## src/rtl/iir_pkg.sv

```systemverilog
// Shared definitions for the time-multiplexed IIR filter.
//   - iir_state_e : controller states (idle/pop, multiply-accumulate, write-out)
//   - dq()        : dequantise a full-width signed product (shift toward zero)
//   - DefXCoeffs / DefYCoeffs : default two-tap de-emphasis coefficients
package iir_pkg;

    typedef enum logic [1:0] {
        StIdle,
        StMac,
        StWrite
    } iir_state_e;

    // Working width for dq(); wide enough for a 64x64 product.
    localparam int unsigned DqWidth = 128;

    // Element [k] holds coefficient k (element 0 is the rightmost word).
    localparam logic [1:0][31:0] DefXCoeffs = {32'h0000_00B2, 32'h0000_00B2};
    // a[0] is never used; a[1] = -666.
    localparam logic [1:0][31:0] DefYCoeffs = {32'hFFFF_FD66, 32'h0000_0000};

    // Arithmetic right shift by quant_bits, rounding toward zero rather than
    // toward minus infinity: negative products are shifted as magnitudes.
    function automatic logic signed [DqWidth-1:0] dq(
        input logic signed [DqWidth-1:0] p,
        input int unsigned               quant_bits
    );
        logic signed [DqWidth-1:0] mag;
        if (p < 0) begin
            mag = -p;
            return -(mag >> quant_bits);
        end
        return p >>> quant_bits;
    endfunction

endpackage

```

## src/rtl/iir_seq_dequant_mul.sv

```systemverilog
// Combinational signed multiply followed by dequantisation.
//   coeff  : signed coefficient, DATA_SIZE bits
//   sample : signed history sample, DATA_SIZE bits
//   result : dq(coeff * sample) truncated to DATA_SIZE bits
module dequant_mul #(
    parameter int unsigned DATA_SIZE  = 32,
    parameter int unsigned QUANT_BITS = 10
) (
    input  logic [DATA_SIZE-1:0] coeff,
    input  logic [DATA_SIZE-1:0] sample,
    output logic [DATA_SIZE-1:0] result
);
    import iir_pkg::*;

    logic signed [2*DATA_SIZE-1:0] prod;
    logic signed [DqWidth-1:0]     prod_ext;
    logic signed [DqWidth-1:0]     dq_full;
    logic                          unused_dq_msbs;

    // Sign-extend both operands first so the full double-width product is kept.
    assign prod     = (2*DATA_SIZE)'($signed(coeff)) * (2*DATA_SIZE)'($signed(sample));
    assign prod_ext = DqWidth'(prod);
    assign dq_full  = dq(prod_ext, QUANT_BITS);
    assign result   = dq_full[DATA_SIZE-1:0];

    // Bits above DATA_SIZE are discarded: the result wraps by design.
    assign unused_dq_msbs = ^dq_full[DqWidth-1:DATA_SIZE];

endmodule

```

## src/rtl/iir_seq.sv

```systemverilog
// Time-multiplexed IIR filter with decimation.
// Pops samples from an upstream FIFO, and once every DECIMATION pops evaluates
//   y = sum_k dq(b[k]*xh[k]) + sum_{k>=1} dq(a[k]*yh[k-1])
// one product per cycle on a single dequant_mul, then pushes y downstream.
//   clock, reset : rising-edge clock, asynchronous active-high reset
//   x_in, x_empty, x_rd_en   : upstream FIFO head / empty / pop
//   y_out, y_out_full, y_wr_en : downstream FIFO data / full / push
module iir_seq
    import iir_pkg::*;
#(
    parameter int unsigned                         TAPS       = 2,
    parameter int unsigned                         DECIMATION = 1,
    parameter int unsigned                         DATA_SIZE  = 32,
    parameter int unsigned                         QUANT_BITS = 10,
    parameter logic [TAPS-1:0][DATA_SIZE-1:0] X_COEFFS   = DefXCoeffs,
    parameter logic [TAPS-1:0][DATA_SIZE-1:0] Y_COEFFS   = DefYCoeffs
) (
    input  logic                 clock,
    input  logic                 reset,
    input  logic [DATA_SIZE-1:0] x_in,
    input  logic                 x_empty,
    output logic                 x_rd_en,
    output logic [DATA_SIZE-1:0] y_out,
    input  logic                 y_out_full,
    output logic                 y_wr_en
);

    localparam int unsigned   CntW     = (DECIMATION > 1) ? $clog2(DECIMATION) : 1;
    localparam int unsigned   NumTerms = 2 * TAPS - 1;
    localparam int unsigned   IdxW     = $clog2(NumTerms);
    localparam logic [CntW-1:0] CntLast = CntW'(DECIMATION - 1);
    localparam logic [IdxW-1:0] IdxLast = IdxW'(NumTerms - 1);

    iir_state_e                    state_q, state_d;
    logic [TAPS-1:0][DATA_SIZE-1:0] xh_q, xh_d;
    logic [TAPS-1:0][DATA_SIZE-1:0] yh_q, yh_d;
    logic [DATA_SIZE-1:0]          acc_q, acc_d;
    logic [DATA_SIZE-1:0]          y_out_q, y_out_d;
    logic [CntW-1:0]               count_q, count_d;
    logic [IdxW-1:0]               idx_q, idx_d;

    logic [DATA_SIZE-1:0] coeff_sel;
    logic [DATA_SIZE-1:0] sample_sel;
    logic [DATA_SIZE-1:0] term;

    // Term i < TAPS is b[i]*xh[i]; later terms walk a[1..] against yh[0..].
    always_comb begin
        coeff_sel  = '0;
        sample_sel = '0;
        for (int k = 0; k < TAPS; k++) begin
            if (idx_q == IdxW'(k)) begin
                coeff_sel  = X_COEFFS[k];
                sample_sel = xh_q[k];
            end
        end
        for (int k = 1; k < TAPS; k++) begin
            if (idx_q == IdxW'(TAPS + k - 1)) begin
                coeff_sel  = Y_COEFFS[k];
                sample_sel = yh_q[k-1];
            end
        end
    end

    dequant_mul #(
        .DATA_SIZE  (DATA_SIZE),
        .QUANT_BITS (QUANT_BITS)
    ) u_dequant_mul (
        .coeff  (coeff_sel),
        .sample (sample_sel),
        .result (term)
    );

    always_comb begin
        state_d = state_q;
        xh_d    = xh_q;
        yh_d    = yh_q;
        acc_d   = acc_q;
        y_out_d = y_out_q;
        count_d = count_q;
        idx_d   = idx_q;
        x_rd_en = 1'b0;
        y_wr_en = 1'b0;

        unique case (state_q)
            StIdle: begin
                // Reset forces the state to idle immediately; keep the pop off until released.
                if (!x_empty && !reset) begin
                    x_rd_en = 1'b1;
                    xh_d    = {xh_q[TAPS-2:0], x_in};
                    if (count_q == CntLast) begin
                        count_d = '0;
                        acc_d   = '0;
                        idx_d   = '0;
                        state_d = StMac;
                    end else begin
                        count_d = count_q + 1'b1;
                    end
                end
            end
            StMac: begin
                acc_d = acc_q + term;
                idx_d = idx_q + 1'b1;
                if (idx_q == IdxLast) begin
                    idx_d   = '0;
                    y_out_d = acc_q + term;
                    state_d = StWrite;
                end
            end
            StWrite: begin
                // Feedback history only advances on an accepted write.
                if (!y_out_full) begin
                    y_wr_en = 1'b1;
                    yh_d    = {yh_q[TAPS-2:0], acc_q};
                    state_d = StIdle;
                end
            end
            default: state_d = StIdle;
        endcase
    end

    always_ff @(posedge clock or posedge reset) begin
        if (reset) begin
            state_q <= StIdle;
            xh_q    <= '0;
            yh_q    <= '0;
            acc_q   <= '0;
            y_out_q <= '0;
            count_q <= '0;
            idx_q   <= '0;
        end else begin
            state_q <= state_d;
            xh_q    <= xh_d;
            yh_q    <= yh_d;
            acc_q   <= acc_d;
            y_out_q <= y_out_d;
            count_q <= count_d;
            idx_q   <= idx_d;
        end
    end

    assign y_out = y_out_q;

endmodule

```

## config.mk

```make
export PLATFORM = sky130hd
export DESIGN_NAME = iir_seq
export DESIGN_NICKNAME = d
export VERILOG_FILES = /design/src/rtl/iir_pkg.sv /design/src/rtl/iir_seq_dequant_mul.sv /design/src/rtl/iir_seq.sv
export SDC_FILE = /design/constraint.sdc
export NUM_CORES = 1
export LEC_CHECK = 0
export ABC_AREA = 1
export CORE_ASPECT_RATIO = 0.9
export CORE_MARGIN = 8
export CORE_UTILIZATION = 65
export DETAILED_ROUTE_END_ITERATION = 8
export DONT_BUFFER_PORTS = 1
export PLACE_DENSITY_LB_ADDON = 0.3
export SLEW_MARGIN = 20
export SYNTH_ARGS = -nofsm -noshare
export SYNTH_HDL_FRONTEND = slang
export SYNTH_SLANG_ARGS = --single-unit
export TNS_END_PERCENT = 10
```

## constraint.sdc

```tcl
create_clock -name clock -period 17.6 [get_ports clock]
set_input_delay 5.28 -clock clock [delete_from_list [all_inputs] [get_ports clock]]
set_output_delay 5.28 -clock clock [all_outputs]
set_load 0.02 [all_outputs]
```

==> results.yml <==
global_route:
  antenna_found_initial: 0
  grt_pass1_vias: 21800
  grt_pass1_wl_um: 115000
  grt_overflow: 0
  grt_max_degree: 97
  grt_usage: 0.327
synthesis:
  synth.avg_cell_area_um2: 7.99
  synth_edf_count: 0
  async_flop_share: 1.00
  yosys_warnings: 0
  ys_ff_latch: 164
  syn_inst: 3170
  synth-main-ff-cell: "dfrtp_1"
  synth_top_area_cell: "fa_1"
  synth_top_cell_area_share: 0.313
  syn-cell-area_um2: 25300
  synthTopCellsByArea: "fa_1, dfrtp_1, ha_1, inv_1, nand2_1"
  synth-seq-area-share: 0.162
  ys_types: 49
critical_path:
  start_kind: "flip-flop"
  critPathCaptureType: "flip-flop"
  critPathArrivalTime_ns: 15.50
  crit_fanout: 44
  cp_slowest_cell: "fa_1"
  cp.required_ns: 18.01
  cp_common_cell: "inv_1"
  critical_path_class: "flip-flop to flip-flop"
  r2r_slack_ns: 2.51
  max_stage_delay_ns: 0.97
sta:
  max_freq_mhz: 66.2
  layout_setup_ws_ns: 2.51
  tns_ns: 0
  holdWs_ns: 0.486
  slew-limit-headroom: 0.289
  rsz0062_at_grt: "false"
  setup_viol: 0
  fin_crit_sh: 0.858
  worst_pin_slew_ns: 1.06
  hold_viol: 0
  maxSlewViolCount: 0
  fin_skew_ns: 0.0127
  layout_min_cycle_time_ns: 15.09
clocking:
  cts_hold_buf: 0
  clk_latency_ns: 0.47
  clockBufferDepth: 2
  path_clk_slew_ns: 0.07
  cts_buffers: 17
  root_buffer: "clkbuf_16"
  cts_setup_buffers: 0
  ctsResizeCount: 0
  numClockSinks: 164
  cts_tree: "yes"
  htreeDepth: 4
placement:
  hpwl_um: 61400
  port_buffers: 0
  gp_congestion: 0.955
  pre_cts_ws_ns: 2.86
floorplanning:
  die_w_um: 224
  die_h_um: 203
  rows: 68
  core-area_um2: 38400
  initial_utilization: 0.660
  dieArea_um2: 45500
  pin_count: 70
route:
  via_per_inst: 5.57
  wire_per_inst_um: 19.3
  drt_iter0_markers: 1649
  drtAntennaViolNets: 0
  first_pass_iters: 6
  vias: 20600
  drc: 0
  drt_wl_total_um: 71300
finish:
  diodes: 0
  syn_to_final_growth_pct: 4.90
  finalNetCount: 3830
  layout_commonest_cell: "inv_1"
  final_cell_mix: "inv_1, nand2_1, fa_1"
  final_layout_size_suffix_gt1_frac: 0.0536
min_path:
  hold_class: "flip-flop to flip-flop"
flow_run:
  max_cap_viol_count: 0
outcome:
  outcome: "complete, no violations"
-- final timing paths --
path / to / startpoint / depth (start not counted)
max in group asynchronous: yh_q[30] / reset / 2
hold reg to reg: xh_q[39] / xh_q[7] / 2
min in group asynchronous: y_out[0] / reset / 1
setup reg to reg: y_out[24] / idx_q[1] / 56
setup / recovery: y_out[24] / idx_q[1] / 56
hold / removal: xh_q[39] / xh_q[7] / 2
-- cells in the mapped netlist, types with 2 or more instances --
| library cell | number |
|---|---|
| conb_1 | 2 |
| xor2_1 | 13 |
| nor4_1 | 4 |
| or2_2 | 12 |
| xnor2_1 | 10 |
| and2_1 | 5 |
| buf_1 | 4 |
| nand3b_1 | 4 |
| nor2_2 | 20 |
| nor2_1 | 152 |
| nand3_1 | 117 |
| inv_1 | 767 |
| o21ai_0 | 195 |
| a221oi_1 | 7 |
| o221ai_1 | 6 |
| nand2_4 | 3 |
| fa_1 | 396 |
| o22ai_1 | 9 |
| a211oi_1 | 3 |
| clkinv_1 | 7 |
| o21a_1 | 4 |
| o21ai_1 | 11 |
| ha_1 | 236 |
| nand4_1 | 32 |
| dfrtp_1 | 164 |
| o211ai_1 | 4 |
| nand2_1 | 727 |
| nand2_2 | 24 |
| nand3_2 | 15 |
| a221o_1 | 4 |
| a21boi_0 | 4 |
| inv_2 | 24 |
| nor2_4 | 17 |
| a21o_1 | 2 |
| nor3_1 | 16 |
| a21oi_1 | 91 |
| clkbuf_1 | 40 |
| o21bai_1 | 7 |
| a22oi_1 | 2 |
-- cell type report --
class                   count  area (µm²)
repair buffers             18         139
multi-input cells        2163       18000
flip-flops and latches    164        4100
clock inverters            13         164
clock buffers              18         439
inverters                 798        3000
well taps                 525         657
fillers                  3116       11800
-- cell families (layout without fill, tap and decap cells) --
logic type	Yosys count	after routing	synth area share
DFF	164	164	0.162
adders and majority gates	632	632	0.430
and+or+nand+nor	1149	1149	0.197
AOI/OAI and AO/OA	355	355	0.0766
buffers and inverters	844	847	0.126
other	2	3	0.000297
xor gates and xnor gates	24	24	0.00860
-- flip-flops by register name, summed over array words and instances (netlist names) --
signal	cells
xh_q	64
idx_q	2
acc_q	32
y_out	32
state_q	2
yh_q	32
-- worst max-delay path: cells and delay by family, from the launching register on --
| family | cells | cell delay [ns] |
|---|---|---|
| buffers and inverters | 16 | 3.08 |
| AND/OR/NAND/NOR | 13 | 1.88 |
| adder cells (fa/ha/maj) | 10 | 5.86 |
| flip-flops | 1 | 0.62 |
| AO/OA/AOI/OAI | 17 | 3.52 |
-- layer usage --
layer,GRT usage,part of all wire
met5,0,0
met4,0.160,0.050
met3,0.0517,0.068
met2,0.533,0.47
met1,0.427,0.41
-- per-stage QoR --
step            util  area [µm²]  std cells
2_1_floorplan      -       25300       3171
6_report       0.692       26600       3699
5_1_grt        0.692       26600       3699
3_3_place_gp   0.676       25900       3668
3_5_place_dp   0.676       25900       3668
4_1_cts        0.692       26500       3699
Power is left out: the tool's default activity adds up to more than one toggle a clock period on the data nets, which glitch-free logic cannot reach.
